--- src/rtl/logic_seq.sv ---
// rtl/logic_seq.sv - multi-cycle logic-op sequencer over shared and32/or32/not32 primitives (optional LOGIC_SEQ_ERR_EN adds rsp_err)

// and32 - WIDTH-bit bitwise AND primitive
module and32 #(
  parameter int WIDTH = 32
) (
  input  logic [WIDTH-1:0] a,
  input  logic [WIDTH-1:0] b,
  output logic [WIDTH-1:0] z
);
  assign z = a & b;
endmodule

// or32 - WIDTH-bit bitwise OR primitive
module or32 #(
  parameter int WIDTH = 32
) (
  input  logic [WIDTH-1:0] a,
  input  logic [WIDTH-1:0] b,
  output logic [WIDTH-1:0] z
);
  assign z = a | b;
endmodule

// not32 - WIDTH-bit bitwise NOT primitive
module not32 #(
  parameter int WIDTH = 32
) (
  input  logic [WIDTH-1:0] a,
  output logic [WIDTH-1:0] z
);
  assign z = ~a;
endmodule

// logic_seq - sequencer top
module logic_seq #(
  parameter int WIDTH = 32
) (
  input  logic             clk,
  input  logic             rst_n,
  input  logic             req_valid,
  output logic             req_ready,
  input  logic [2:0]       req_op,
  input  logic [WIDTH-1:0] req_x,
  input  logic [WIDTH-1:0] req_y,
  output logic             rsp_valid,
  input  logic             rsp_ready,
  output logic [WIDTH-1:0] rsp_z,
  output logic             busy
`ifdef LOGIC_SEQ_ERR_EN
  ,
  output logic             rsp_err
`endif
);

  typedef enum logic [1:0] {
    S_IDLE = 2'd0,
    S_EXEC = 2'd1,
    S_RESP = 2'd2
  } state_t;

  localparam logic [2:0] OP_AND  = 3'd0;
  localparam logic [2:0] OP_OR   = 3'd1;
  localparam logic [2:0] OP_NOT  = 3'd2;
  localparam logic [2:0] OP_NAND = 3'd3;
  localparam logic [2:0] OP_NOR  = 3'd4;
  localparam logic [2:0] OP_XOR  = 3'd5;
  localparam logic [2:0] OP_XNOR = 3'd6;

  localparam logic [1:0] PRIM_AND  = 2'd0;
  localparam logic [1:0] PRIM_OR   = 2'd1;
  localparam logic [1:0] PRIM_NOT  = 2'd2;
  localparam logic [1:0] PRIM_ZERO = 2'd3;

  localparam logic [1:0] SRC_X = 2'd0;
  localparam logic [1:0] SRC_Y = 2'd1;
  localparam logic [1:0] SRC_T = 2'd2;
  localparam logic [1:0] SRC_U = 2'd3;

  state_t           state, state_nxt;
  logic [WIDTH-1:0] x_q, y_q, t_q, u_q, rsp_z_q;
  logic [2:0]       op_q;
  logic [2:0]       step_q;

  logic [1:0]       prim, src_a, src_b;
  logic             dst_u, last;
  logic [WIDTH-1:0] opa, opb, and_z, or_z, not_z, prim_z;

  assign req_ready = (state == S_IDLE);
  assign rsp_valid = (state == S_RESP);
  assign busy      = (state != S_IDLE);
  assign rsp_z     = rsp_z_q;
`ifdef LOGIC_SEQ_ERR_EN
  assign rsp_err   = rsp_valid && (op_q == 3'd7);
`endif

  // Micro-op decode: which primitive, which sources, which temporary, and whether this is the final step
  always_comb begin
    prim  = PRIM_ZERO;
    src_a = SRC_X;
    src_b = SRC_Y;
    dst_u = 1'b0;
    last  = 1'b1;
    case (op_q)
      OP_AND: prim = PRIM_AND;
      OP_OR:  prim = PRIM_OR;
      OP_NOT: prim = PRIM_NOT;
      OP_NAND, OP_NOR: begin
        if (step_q == 3'd0) begin
          prim = (op_q == OP_NAND) ? PRIM_AND : PRIM_OR;
          last = 1'b0;
        end else begin
          prim  = PRIM_NOT;
          src_a = SRC_T;
        end
      end
      OP_XOR, OP_XNOR: begin
        // x^y = (x|y) & ~(x&y); XNOR inverts that once more
        case (step_q)
          3'd0: begin
            prim = PRIM_OR;
            last = 1'b0;
          end
          3'd1: begin
            prim  = PRIM_AND;
            dst_u = 1'b1;
            last  = 1'b0;
          end
          3'd2: begin
            prim  = PRIM_NOT;
            src_a = SRC_U;
            dst_u = 1'b1;
            last  = 1'b0;
          end
          3'd3: begin
            prim  = PRIM_AND;
            src_a = SRC_T;
            src_b = SRC_U;
            last  = (op_q == OP_XOR);
          end
          default: begin
            prim  = PRIM_NOT;
            src_a = SRC_T;
          end
        endcase
      end
      default: prim = PRIM_ZERO;
    endcase
  end

  // Operand muxes feeding the single shared set of primitives
  always_comb begin
    opa = x_q;
    opb = y_q;
    case (src_a)
      SRC_X:   opa = x_q;
      SRC_Y:   opa = y_q;
      SRC_T:   opa = t_q;
      default: opa = u_q;
    endcase
    case (src_b)
      SRC_X:   opb = x_q;
      SRC_Y:   opb = y_q;
      SRC_T:   opb = t_q;
      default: opb = u_q;
    endcase
  end

  and32 #(.WIDTH(WIDTH)) u_and (.a(opa), .b(opb), .z(and_z));
  or32  #(.WIDTH(WIDTH)) u_or  (.a(opa), .b(opb), .z(or_z));
  not32 #(.WIDTH(WIDTH)) u_not (.a(opa), .z(not_z));

  // Select the primitive output for this micro-op
  always_comb begin
    prim_z = '0;
    case (prim)
      PRIM_AND: prim_z = and_z;
      PRIM_OR:  prim_z = or_z;
      PRIM_NOT: prim_z = not_z;
      default:  prim_z = '0;
    endcase
  end

  // State register
  always_ff @(posedge clk or negedge rst_n) begin
    if (!rst_n) state <= S_IDLE;
    else        state <= state_nxt;
  end

  // Next-state logic
  always_comb begin
    state_nxt = state;
    case (state)
      S_IDLE:  if (req_valid) state_nxt = S_EXEC;
      S_EXEC:  if (last) state_nxt = S_RESP;
      S_RESP:  if (rsp_ready) state_nxt = S_IDLE;
      default: state_nxt = S_IDLE;
    endcase
  end

  // Operand latch, temporaries, step counter and result register
  always_ff @(posedge clk or negedge rst_n) begin
    if (!rst_n) begin
      x_q     <= '0;
      y_q     <= '0;
      op_q    <= '0;
      step_q  <= '0;
      t_q     <= '0;
      u_q     <= '0;
      rsp_z_q <= '0;
    end else if (state == S_IDLE) begin
      if (req_valid) begin
        x_q    <= req_x;
        y_q    <= req_y;
        op_q   <= req_op;
        step_q <= '0;
      end
    end else if (state == S_EXEC) begin
      if (dst_u) u_q <= prim_z;
      else       t_q <= prim_z;
      step_q <= step_q + 3'd1;
      if (last) rsp_z_q <= prim_z;
    end
  end

endmodule

--- config.mk ---
export PLATFORM = sky130hd
export DESIGN_NAME = logic_seq
export DESIGN_NICKNAME = d
export VERILOG_FILES = /design/src/rtl/logic_seq.sv
export SDC_FILE = /design/constraint.sdc
export NUM_CORES = 1
export LEC_CHECK = 0
export ABC_AREA = 0
export CORE_MARGIN = 4
export CORE_UTILIZATION = 55
export DETAILED_ROUTE_END_ITERATION = 8
export PLACE_DENSITY = 0.9
export SYNTH_ARGS = -nofsm -noshare
export SYNTH_HDL_FRONTEND = slang
export SYNTH_SLANG_ARGS = --single-unit
--- constraint.sdc ---
create_clock -name clk -period 3.2 [get_ports clk]
set_input_delay 0.64 -clock clk [delete_from_list [all_inputs] [get_ports clk]]
set_output_delay 0.64 -clock clk [all_outputs]
set_load 0.03 [all_outputs]
# Word-level counts from Yosys, hierarchy flattened
# Cells that the tools add are included.
# W data, S select, Z words.
[word_totals]
in_bits = 71
regBits = 168
[classes]
mux = 24
bitwise = 5
addsub = 1
eq_ne = 20
reduce_logical = 20
[ops]
columns = ["cell", "count"]
rows = [
  ["$pmux W32 S3", 3],
  ["$and A32 B32 Y32", 1],
  ["$not A32 Y32", 1],
  ["$or A32 B32 Y32", 1],
  ["$mux W2", 7],
  ["$eq A3 B2 Y1 const B", 4],
  ["$pmux W2 S2", 3],
  ["$reduce_and A3 Y1", 4],
  ["$pmux W2 S5", 1],
  ["$reduce_or A2 Y1", 5],
  ["$eq A3 B3 Y1 const B", 3],
  ["$mux W3", 3],
  ["$eq A2 B1 Y1 const B", 4],
  ["$eq A2 B2 Y1 const B", 4],
  ["$logic_not A2 Y1", 4],
  ["$eq A3 B1 Y1 const B", 2],
  ["$logic_not A3 Y1", 2],
  ["$pmux W2 S3", 1],
  ["$mux W1", 4],
  ["$ne A2 B2 Y1 const B", 2],
  ["$pmux W1 S2", 2],
  ["$reduce_and A2 Y1", 2],
  ["$reduce_bool A2 Y1", 2],
  ["$add A3 B1 Y3 const B", 1],
  ["other kinds (3)", 4],
]

# Depth between registers and ports, before layout
# Gate-level depths: netlist (run 1).
[logic_depth]
depth_word = 8
ltp_mapped = 10
ltp_nobuf = 8

# Hierarchy
# A second synthesis (run 1) with hierarchy kept.
[hier_totals]
cells_unflattened = 959
hier_area_um2 = 8315.5
[modules_own_cells]
columns = ["mod", "cells_each", "seq_area_each_um2", "n_inst", "area_each_um2"]
rows = [
  ["logic_seq", 863, 4204.0, 1, 7795.0],
  ["and32", 32, 0.0, 1, 200.2],
  ["or32", 32, 0.0, 1, 200.2],
  ["not32", 32, 0.0, 1, 120.1],
]

# Worst setup path before layout (run 1)
# No wires, ideal clock.
[synth_timing]
kind = "register -> register"
start = "register step_q[0]"
end = "register rsp_z_q[10] (netlist: rsp_z[10])"
t_arrival_ns = 2.192
t_required_ns = 3.075
stages_incl_launch_ff = 9
path_slack_ns = 0.883
setup_ns = 0.125
synth_period_minus_slack_ns = 2.317
path_cell_list = "dfrtp_1 inv_1 ha_1 nor2_1 o311ai_0 a31o_2 nor3_2 buf_2 mux2_2"
[synth_between]
elab_chain_len = 8
elab_cells_between_ends = 34
classes_between = "9 x eq/ne; 14 x mux; 3 x bitwise; 8 x reduce/logical"
[synth_lines]
columns = ["item", "line_no", "source"]
rows = [
  ["start: declaration", "83", "logic [2:0] step_q;"],
  ["start signal: assignment", "221", "step_q <= step_q + 3'd1;"],
  ["$eq A3 B1 Y1 or $logic_not A3 Y1 (tied branches)", "119, 109", ""],
  ["$reduce_or A2 Y1 (no source line)", "--", ""],
  ["$pmux W2 S2", "119", "case (step_q)"],
  ["$pmux W2 S2", "104", "case (op_q)"],
  ["$eq A2 B2 Y1 (tied with other cells)", "155", "case (src_a)"],
  ["$pmux W32 S3", "155", ""],
  ["$or A32 B32 Y32 (tied with other cells)", "22", "assign z = a | b;"],
  ["$pmux W32 S3", "176", "case (prim)"],
  ["end signal: assignment", "222", "if (last) rsp_z_q <= prim_z;"],
  ["end: declaration", "81", "logic [WIDTH-1:0] x_q, y_q, t_q, u_q, rsp_z_q;"],
]
# Several ways; a longest one is shown, not always the timed one.
# A chain may end at the register's enable or synchronous reset.

# Worst setup path after layout (run 1)
[layout_timing]
start = "register step_q[0]"
end = "register t_q[26]"
[layout_between]
elab_chain_len = 8
elab_cells_between_ends = 34
classes_between = "9 x eq/ne; 13 x mux; 4 x bitwise; 8 x reduce/logical"
[layout_lines]
columns = ["item", "line_no", "source"]
rows = [
  ["$eq A3 B1 Y1 or $logic_not A3 Y1 (tied branches)", "119, 109", ""],
  ["$reduce_or A2 Y1 (no source line)", "--", ""],
  ["$pmux W2 S2", "119", ""],
  ["$pmux W2 S2", "104", ""],
  ["$eq A2 B2 Y1 (tied with other cells)", "155", ""],
  ["$pmux W32 S3", "155", ""],
  ["$or A32 B32 Y32 (tied with other cells)", "22", ""],
  ["$pmux W32 S3", "176", ""],
  ["end signal: assignment", "220", "else t_q <= prim_z;"],
  ["end: declaration", "81", ""],
]
# Several ways; a longest one is shown, not always the timed one.

==> impl_metrics.csv, run 1 <==
group,metric,value,unit
global_routing,grt_usage,0.2506,
detailed_routing,vias,6087,
detailed_routing,ant_nets,0,
pwr,p_per_area,1300,mW/mm^2
place,hpwl,13940,um
detailed_routing,drc,0,
place,dp.cells,946,
synthesis,synth.area.mux_share,0.2925,
pwr,clkPwrFrac,0.170,
hold_path,hold_class,"in -> async",
sta,skew,0.009969,ns
place,io_buffers,105,
synthesis,yosys.area.top_type,"dfrtp_1",
clocking,cts.sinks,168,
pwr,seq_power_share,0.300,
synthesis,synth_cell_type_count,48,
clocking,insertion_delay,0.44,ns
die,dieArea,0.01774,sq mm
die,coreArea,0.01526,sq mm
synthesis,synth_nets,739,
sta,timing.hold.ws,0.1924,ns
critical_path,crit_fanout,15,
finish,final_nets,830,
sta,setup_viol,0,
synthesis,netlist_instances,663,
synthesis,synth-compound-area-share,0.1232,
outcome,status,"finished clean",
die,ioPinCount,106,
pwr,intPower,0.008146,W
synthesis,synth_area_leaders,"dfrtp_1, mux2_2, mux2_4",
pwr,netSwitchingPower,0.005571,W
clocking,cts_tree,"done",
finish,num_antenna_cells,0,
synthesis,yosysWarnings,0,
synthesis,ys_async_sr_fraction,1.000,
global_routing,grt_pass1_vias,6579,
clocking,cts_root_buf,"clkbuf_16",
critical_path,setup.worst_path.start_class,"register",
pwr,ir_worst_vdd,0.7022,mV
die,num_rows,45,
finish,fin_cells,977,
sta,finalCritPeriodShare,0.8929,
sta,fin_crit,2.857,ns
synthesis,synthAdderAreaFrac,0.007258,
sta,max_freq,350.0,MHz
finish,area_growth,22.44,%
critical_path,end_kind,"register",
clocking,cts_buffers,17,
sta,setup_tns,0,ns
detailed_routing,drt_pass1_iterations,5,
synthesis,synth_edf_count,0,
global_routing,grt_max_degree,76,
synthesis,synthXorXnorAreaFrac,0.001887,
detailed_routing,drt_iter0_markers,484,
sta,fin_ws,0.3427,ns
clocking,cts.clk_slew.worst_paths,0.06,ns
pwr,pwr-share-comb,0.530,
pwr,leakage,4.354,nW
detailed_routing,wire_per_inst,22.17,um
place,place_congestion,0.8098,
sta,tightest_slew,0.8603,ns
synthesis,yosys-top-cells-count,"dfrtp_1, mux2_2, a21oi_1",
synthesis,ys.flop_type,"dfrtp_1",
synthesis,syn_area,0.008620,sq mm
global_routing,grt_pass1_wl,35300,um
synthesis,synthSimpleGateAreaFrac,0.05168,
detailed_routing,routed_wirelength,21660,um
clocking,cts_hold_buf,0,
place,dpl_worst_slack,0.4675,ns
clocking,cts_resized,0,
global_routing,overflow,0,
die,start_util,0.5649,
sta,relSlewSlack,0.4265,
finish,final_core_util,0.6917,
die,die_h,133.2,um
die,die_width,133.2,um
global_routing,antenna_found_initial,0,
critical_path,cp.required,3.57,ns
synthesis,post-synth-top-count-cell,"dfrtp_1",
critical_path,crit_arrival,3.22,ns
sta,hold_violations,0,
sta,drv_slew,0,
synthesis,ys_seq_area_frac,0.4877,
synthesis,ys_seq_elements,168,
flow_run,cap_violations,0,
synthesis,synth_top_family_by_area,"multiplexers",
finish,drive_gt1_frac,0.3721,
detailed_routing,routed_via_density,6.230,
clocking,h-tree-depth,4,
pwr,swShare,0.4062,
synthesis,synth_top_area_frac,0.4877,
sta,rsz0062_at_grt,"false",
clocking,cts_buffer_depth,2,
clocking,postCtsSetupBuffers,0,
synthesis,synth.avg_cell_area,13.00,sq um
critical_path,path_class,"reg -> reg",
[metal layers]
layer / vias to the layer above / track usage / wire length (um)
li1: 2644 / - / -
met1: 3131 / 0.3161 / 8734
met2: 262 / 0.4238 / 11090
met3: 50 / 0.05665 / 1258
met4: 0 / 0.09429 / 579
met5: - / 0 / 0
[stage by stage]
stage / power [W] / instance area (sq um)
finish: 0.01372 / 10550
global route: 0.01445 / 10550
CTS: 0.01369 / 10550
detailed placement: 0.01123 / 9887
global placement: 0.01067 / 9887
floorplan: 0.009132 / 8620
[registers in the layout, summed over array words and instances, names as in the netlist]
| signal | flops |
|---|---|
| op_q | 3 |
| rsp_z | 32 |
| state | 2 |
| step_q | 3 |
| t_q | 32 |
| u_q | 32 |
| x_q | 32 |
| y_q | 32 |
[cells in the final DEF (no fill, tap or decap), types with 2 or more instances in the layout]
cell / Yosys / final
clkbuf_16: 0 / 17
and3b_1: 2 / 2
mux2_4: 29 / 29
buf_12: 0 / 2
a31oi_1: 4 / 4
o21ai_1: 2 / 2
mux2i_1: 34 / 34
nor2b_1: 2 / 2
mux2_2: 155 / 155
bufinv_16: 0 / 6
o22ai_1: 2 / 2
clkdlybuf4s50_1: 0 / 104
o21bai_1: 2 / 2
o311ai_0: 2 / 2
nand2b_1: 6 / 5
clkbuf_1: 23 / 2
nand2_1: 13 / 13
nor2_1: 9 / 8
ha_1: 5 / 5
nor3_1: 3 / 3
and3_1: 3 / 2
or3_1: 31 / 31
clkinvlp_4: 0 / 3
dfrtp_1: 168 / 168
o22a_1: 3 / 3
inv_1: 11 / 11
buf_4: 2 / 16
a21oi_1: 44 / 43
o221ai_1: 12 / 11
o21ai_0: 13 / 13
o221ai_2: 20 / 20
a21oi_2: 19 / 19
[worst max-delay path, stage by stage, from the launching register on]
cell	delay, ns
dfrtp_1	0.42
inv_1	0.09
ha_1	0.27
nand3b_1	0.14
nand2b_2	0.52
o21ai_4	0.18
buf_4	0.23
o221ai_1	0.25
mux2i_1	0.44
mux2_2	0.24
[cell families after synthesis]
kind of cell               count (synthesis)
muxes                                    218
adders and majority gates                  5
and+or+nand+nor                           76
DFF                                      168
xor gates and xnor gates                   1
buffers and inverters                     62
AOI/OAI and AO/OA                        133
[cell type report]
cell class	count	area, sq um
Timing Repair Buffer	123	1212
Multi-Input combinational cell	433	4165
Inverter	11	41.29
Sequential cell	168	4204
Clock inverter	11	220.2
Fill cell	1006	4705
Tap cell	211	264.0
Clock buffer	20	446.7
[worst paths after layout]
check                                       from             endpoint  slack, ns  cells after the start
hold reg to reg              x_q[17]$_DFFE_PN0P_  x_q[17]$_DFFE_PN0P_       0.50                      1
hold / removal                             rst_n  x_q[23]$_DFFE_PN0P_       0.19                      1
setup reg to reg           step_q[0]$_DFFE_PN0P_  t_q[26]$_DFFE_PN0P_       0.34                      9
setup / recovery           step_q[0]$_DFFE_PN0P_  t_q[26]$_DFFE_PN0P_       0.34                      9
max in group asynchronous                  rst_n  u_q[18]$_DFFE_PN0P_       2.14                      2
min in group clk             x_q[17]$_DFFE_PN0P_  x_q[17]$_DFFE_PN0P_       0.50                      1
[power groups by stage]
stage / Clock [W] / Sequential (W) / Combinational, W
finish: 0.00233 / 0.00411 / 0.00727
global route: 0.00246 / 0.00421 / 0.00778
CTS: 0.00236 / 0.00409 / 0.00724
detailed placement: 0 / 0.00409 / 0.00714
global placement: 0 / 0.00401 / 0.00666
floorplan: 0 / 0.00414 / 0.00499
Note: power is estimated with default switching activity, not from simulation.
==> inputs of run 2 (changes only) <==
CAP_MARGIN = 25   (was not set)
CTS_CLUSTER_DIAMETER = 100   (was not set)
REMOVE_ABC_BUFFERS = 1   (was not set)
==> impl_metrics.csv, run 2 (synthesis gave the netlist of run 1 again) <==
group,metric,value,unit
place,placed_area,0.009917,sq mm
die,die_width,133.2,um
sta,tightest_slew,0.8627,ns
finish,drive_gt1_frac,0.3727,
sta,relSlewSlack,0.4248,
die,ioPinCount,106,
critical_path,crit_chain,"inv_1, ha_1, nand2b_1, o21a_1, o21ai_4, buf_4, o221ai_1, mux2i_1, mux2_2",
finish,fin_cells,981,
clocking,cts.clk_slew.worst_paths,0.06,ns
finish,final_common_cell,"dfrtp_1",
global_routing,grt_usage,0.2447,
global_routing,grt_max_degree,77,
critical_path,worst_r2r_path_depth,9,
detailed_routing,ant_nets,0,
outcome,status,"finished clean",
finish,finalInstanceArea,0.01048,sq mm
sta,drv_slew,0,
pwr,p_per_area,1264,mW/mm^2
die,coreArea,0.01526,sq mm
sta,hold_violations,0,
finish,area_growth,21.57,%
global_routing,grt_pass1_wl,34640,um
hold_path,hold_class,"in -> async",
sta,fin_crit,2.855,ns
pwr,leakage,4.322,nW
place,dp.cells,950,
critical_path,crit_arrival,3.17,ns
detailed_routing,routed_wirelength,20970,um
clocking,postCtsSetupBuffers,0,
critical_path,cp.required,3.51,ns
global_routing,antenna_found_initial,0,
place,hpwl,13740,um
critical_path,slowest_delay,0.49,ns
clocking,h-tree-depth,4,
finish,final_nets,834,
critical_path,crit_fanout,13,
clocking,cts_buffer_depth,2,
detailed_routing,drc,0,
finish,num_antenna_cells,0,
sta,max_freq,350.3,MHz
detailed_routing,drt_iter0_markers,494,
die,die_h,133.2,um
place,io_buffers,105,
global_routing,overflow,0,
die,num_rows,45,
clocking,cts_buffers,17,
clocking,insertion_delay,0.43,ns
global_routing,grt_pass1_vias,6663,
sta,rsz0062_at_grt,"false",
die,dieArea,0.01774,sq mm
detailed_routing,wire_per_inst,21.38,um
detailed_routing,routed_via_density,6.108,
clocking,cts.sinks,168,
detailed_routing,vias,5992,
sta,finalCritPeriodShare,0.8920,
sta,timing.hold.ws,0.2132,ns
finish,final_cell_mix,"dfrtp_1, mux2_2, clkdlybuf4s50_1, a21oi_1, mux2i_1",
sta,skew,0.007589,ns
critical_path,setup.worst_path.start_class,"register",
critical_path,slowest_stage,"o21ai_4",
clocking,cts_root_buf,"clkbuf_16",
place,place_congestion,0.8788,
clocking,cts_hold_buf,0,
sta,setup_viol,0,
clocking,cts_tree,"done",
clocking,cts_resized,0,
pwr,ir_worst_vdd,0.5970,mV
critical_path,end_kind,"register",
die,start_util,0.5649,
detailed_routing,drt_pass1_iterations,5,
critical_path,path_class,"reg -> reg",
flow_run,cap_violations,0,
==> run 2: report_power, final <==
part	total, W	internal (W)	switching [W]
clock	0.00196	0.00115	0.000813
combinational	0.00719	0.00346	0.00373
sequential	0.00410	0.00322	0.000880
total	0.0133	0.00783	0.00542
==> run 2: routing by layer <==
| layer | wire (um) | vias up | global-route usage | share of wire |
|---|---|---|---|---|
| li1 | - | 2649 | - | - |
| met1 | 8626 | 3049 | 0.3061 | 0.41 |
| met2 | 10660 | 241 | 0.4111 | 0.51 |
| met3 | 1173 | 53 | 0.05098 | 0.056 |
| met4 | 517 | 0 | 0.1103 | 0.025 |
| met5 | 0 | - | 0 | 0 |
==> run 2: worst max-delay path, delay by kind of cell, from the launching register on <==
kind            cells  cell delay, ns
buf+inv             2            0.38
fa+ha+maj           1            0.30
flops               1            0.43
mux                 2            0.49
compound gates      3            0.87
simple gates        1            0.26
==> run 2: worst paths after layout <==
check	slack (ns)	endpoint	start
min	0.21	op_q[2]$_DFFE_PN0P_	rst_n
min reg2reg	0.50	x_q[24]$_DFFE_PN0P_	x_q[24]$_DFFE_PN0P_
max reg2reg	0.35	t_q[26]$_DFFE_PN0P_	step_q[0]$_DFFE_PN0P_
min in group clk	0.50	x_q[24]$_DFFE_PN0P_	x_q[24]$_DFFE_PN0P_
max	0.35	t_q[26]$_DFFE_PN0P_	step_q[0]$_DFFE_PN0P_
max in group asynchronous	2.12	y_q[22]$_DFFE_PN0P_	rst_n
==> run 2: per-stage QoR <==
step / utilization / TNS [ns] / setup slack [ns] / power [W]
2_1_floorplan: - / -107.71 / -1.485 / 0.008936
3_3_place_gp: 0.6499 / 0 / 0.5596 / 0.01071
3_5_place_dp: 0.6499 / 0 / 0.4262 / 0.01119
4_1_cts: 0.6868 / 0 / 0.3496 / 0.01325
5_1_grt: 0.6868 / 0 / 0.2039 / 0.01404
6_report: 0.6868 / 0 / 0.3455 / 0.01325
==> run 2: area by class of cell <==
| class | count | area (sq um) |
|---|---|---|
| Tap cell | 211 | 264.0 |
| Timing Repair Buffer | 127 | 1242 |
| Sequential cell | 168 | 4204 |
| Clock buffer | 25 | 495.5 |
| Clock inverter | 6 | 66.31 |
| Fill cell | 1021 | 4780 |
| Inverter | 11 | 41.29 |
| Multi-Input combinational cell | 433 | 4165 |
==> inputs of run 3 (changes only) <==
clock period = 2.7 ns   (was 3.2 ns; I/O delays follow)
==> impl_metrics.csv, run 3 (synthesis gave the netlist of run 1 again) <==
group,metric,value,unit
critical_path,cp.depth,9,
critical_path,cp.required,3.07,ns
clocking,cts_root_buf,"clkbuf_16",
critical_path,end_kind,"register",
clocking,cts_tree,"done",
die,die_h,133.2,um
detailed_routing,vias,6019,
critical_path,critPathBufInv,2,
clocking,cts.sinks,168,
detailed_routing,ant_nets,0,
global_routing,grt_pass1_wl,34900,um
critical_path,r2r-start,"step_q[0]$_DFFE_PN0P_",
global_routing,grt_max_degree,72,
sta,setup_viol,0,
flow_run,cap_violations,0,
sta,fin_crit,2.607,ns
global_routing,antenna_found_initial,0,
sta,setup_tns,0,ns
detailed_routing,routed_via_density,6.043,
finish,num_antenna_cells,0,
global_routing,overflow,0,
finish,final_core_util,0.7055,
clocking,insertion_delay,0.43,ns
sta,skew,0.01001,ns
critical_path,crit_arrival,2.97,ns
finish,final_cell_mix,"dfrtp_1, mux2_2, clkdlybuf4s50_1, a21oi_1, mux2i_1",
global_routing,grt_pass1_vias,6502,
pwr,total_power,0.01635,W
global_routing,grt_usage,0.2476,
critical_path,worst_r2r_path_depth,9,
clocking,cts_hold_buf,0,
sta,finalCritPeriodShare,0.9654,
finish,final_common_cell,"dfrtp_1",
finish,area_growth,24.89,%
die,ioPinCount,106,
sta,hold_violations,0,
sta,drv_slew,0,
critical_path,setup.worst_path.start_class,"register",
place,dp.cells,960,
outcome,status,"finished clean",
pwr,p_per_area,1519,mW/mm^2
pwr,swShare,0.4040,
die,die_width,133.2,um
place,hpwl,13990,um
clocking,h-tree-depth,4,
critical_path,cp_top_family,"compound AO/OA/AOI/OAI gates",
clocking,cts.clk_slew.worst_paths,0.06,ns
critical_path,slowest_delay,0.43,ns
sta,relSlewSlack,0.5442,
critical_path,reg2reg_to,"u_q[4]$_DFFE_PN0P_",
die,dieArea,0.01774,sq mm
die,coreArea,0.01526,sq mm
detailed_routing,drt_pass1_iterations,5,
place,place_congestion,0.8745,
critical_path,critPathCapture,"u_q[4]$_DFFE_PN0P_",
critical_path,path_class,"reg -> reg",
clocking,cts_buffer_depth,2,
die,start_util,0.5649,
pwr,seq_power_share,0.294,
pwr,clkPwrFrac,0.157,
detailed_routing,drc,0,
critical_path,crit_fanout,14,
sta,tightest_slew,0.6837,ns
hold_path,hold_class,"in -> async",
detailed_routing,drt_iter0_markers,468,
detailed_routing,routed_wirelength,21310,um
pwr,leakage,4.459,nW
finish,final_nets,848,
critical_path,crit_chain,"inv_1, ha_2, nor2_1, o311a_4, buf_4, or3_1, o221ai_1, mux2i_2, mux2_2",
pwr,intPower,0.009745,W
pwr,netSwitchingPower,0.006604,W
die,num_rows,45,
place,io_buffers,105,
critical_path,r2r_slack,0.09,ns
clocking,cts_buffers,17,
finish,fin_cells,996,
critical_path,slowest_stage,"dfrtp_1",
pwr,ir_worst_vdd,0.7409,mV
place,placed_area,0.01008,sq mm
sta,max_freq,383.6,MHz
critical_path,setup.worst_path.start,"step_q[0]$_DFFE_PN0P_",
finish,drive_gt1_frac,0.3898,
detailed_routing,wire_per_inst,21.39,um
pwr,pwr-share-comb,0.548,
finish,finalInstanceArea,0.01077,sq mm
[run 3: cell count changes in the layout (fill, tap and decap cells not counted), sizes merged]
| cell | previous run | this run |
|---|---|---|
| clkbuf | 25 | 21 |
| buf | 23 | 37 |
| clkinv | 2 | 3 |
| inv | 11 | 12 |
| bufinv | 1 | 4 |
[run 3: power by group through the flow]
stage | Sequential [W] | Combinational, W | Clock (W)
final | 0.00481 | 0.00896 | 0.00257
after global routing | 0.00494 | 0.00963 | 0.00272
after CTS | 0.00479 | 0.00888 | 0.00260
after detailed placement | 0.00480 | 0.00874 | 0
after global placement | 0.00471 | 0.00828 | 0
after floorplan | 0.00490 | 0.00552 | 0
[run 3: repair_timing]
action	in CTS	in global routing
pin swaps	0	2
gates resized for setup	1	5
buffers inserted	0	3
setup endpoints to repair	1	55
[run 3: worst min path at each step]
stage                     startpoint  slack (ns)                     to
2_1_floorplan                  rst_n        0.24    op_q[0]$_DFFE_PN0P_
3_3_place_gp   rsp_z[31]$_DFFE_PN0P_        0.49  rsp_z[31]$_DFFE_PN0P_
3_5_place_dp     x_q[28]$_DFFE_PN0P_        0.49    x_q[28]$_DFFE_PN0P_
4_1_cts                        rst_n        0.16    x_q[23]$_DFFE_PN0P_
5_1_grt                        rst_n        0.19  step_q[2]$_DFFE_PN0P_
6_report                       rst_n        0.13    x_q[30]$_DFFE_PN0P_
[run 3: through the flow]
| step | setup WS, ns | hold WS, ns |
|---|---|---|
| 2_1_floorplan | -1.985 | 0.2444 |
| 3_3_place_gp | 0.1689 | 0.4860 |
| 3_5_place_dp | 0.1000 | 0.4919 |
| 4_1_cts | 0.01674 | 0.1583 |
| 5_1_grt | -0.01711 | 0.1922 |
| 6_report | 0.09334 | 0.1318 |
[run 3: layer usage]
metal,global-route usage,part of all wire,vias to the layer above
met2,0.4162,0.50,218
li1,-,-,2688
met3,0.05098,0.046,38
met5,0,0,-
met1,0.3207,0.43,3075
met4,0.08629,0.020,0
[run 3: worst reg2reg max path, cell delays in order, from the launching register on]
cell and delay [ns]:
dfrtp_1 0.43, inv_1 0.10, ha_2 0.23, nor2_1 0.08, o311a_4 0.40, buf_4 0.20
or3_1 0.40, o221ai_1 0.16, mux2i_2 0.34, mux2_2 0.20
[run 3: cell type report]
class	instances	area, sq um
clock inverter	11	170.2
inverter	11	41.29
timing repair buffer	141	1448
sequential	168	4204
tap	211	264.0
clock buffer	21	450.4
multi-input combinational	433	4188
fill	1003	4493
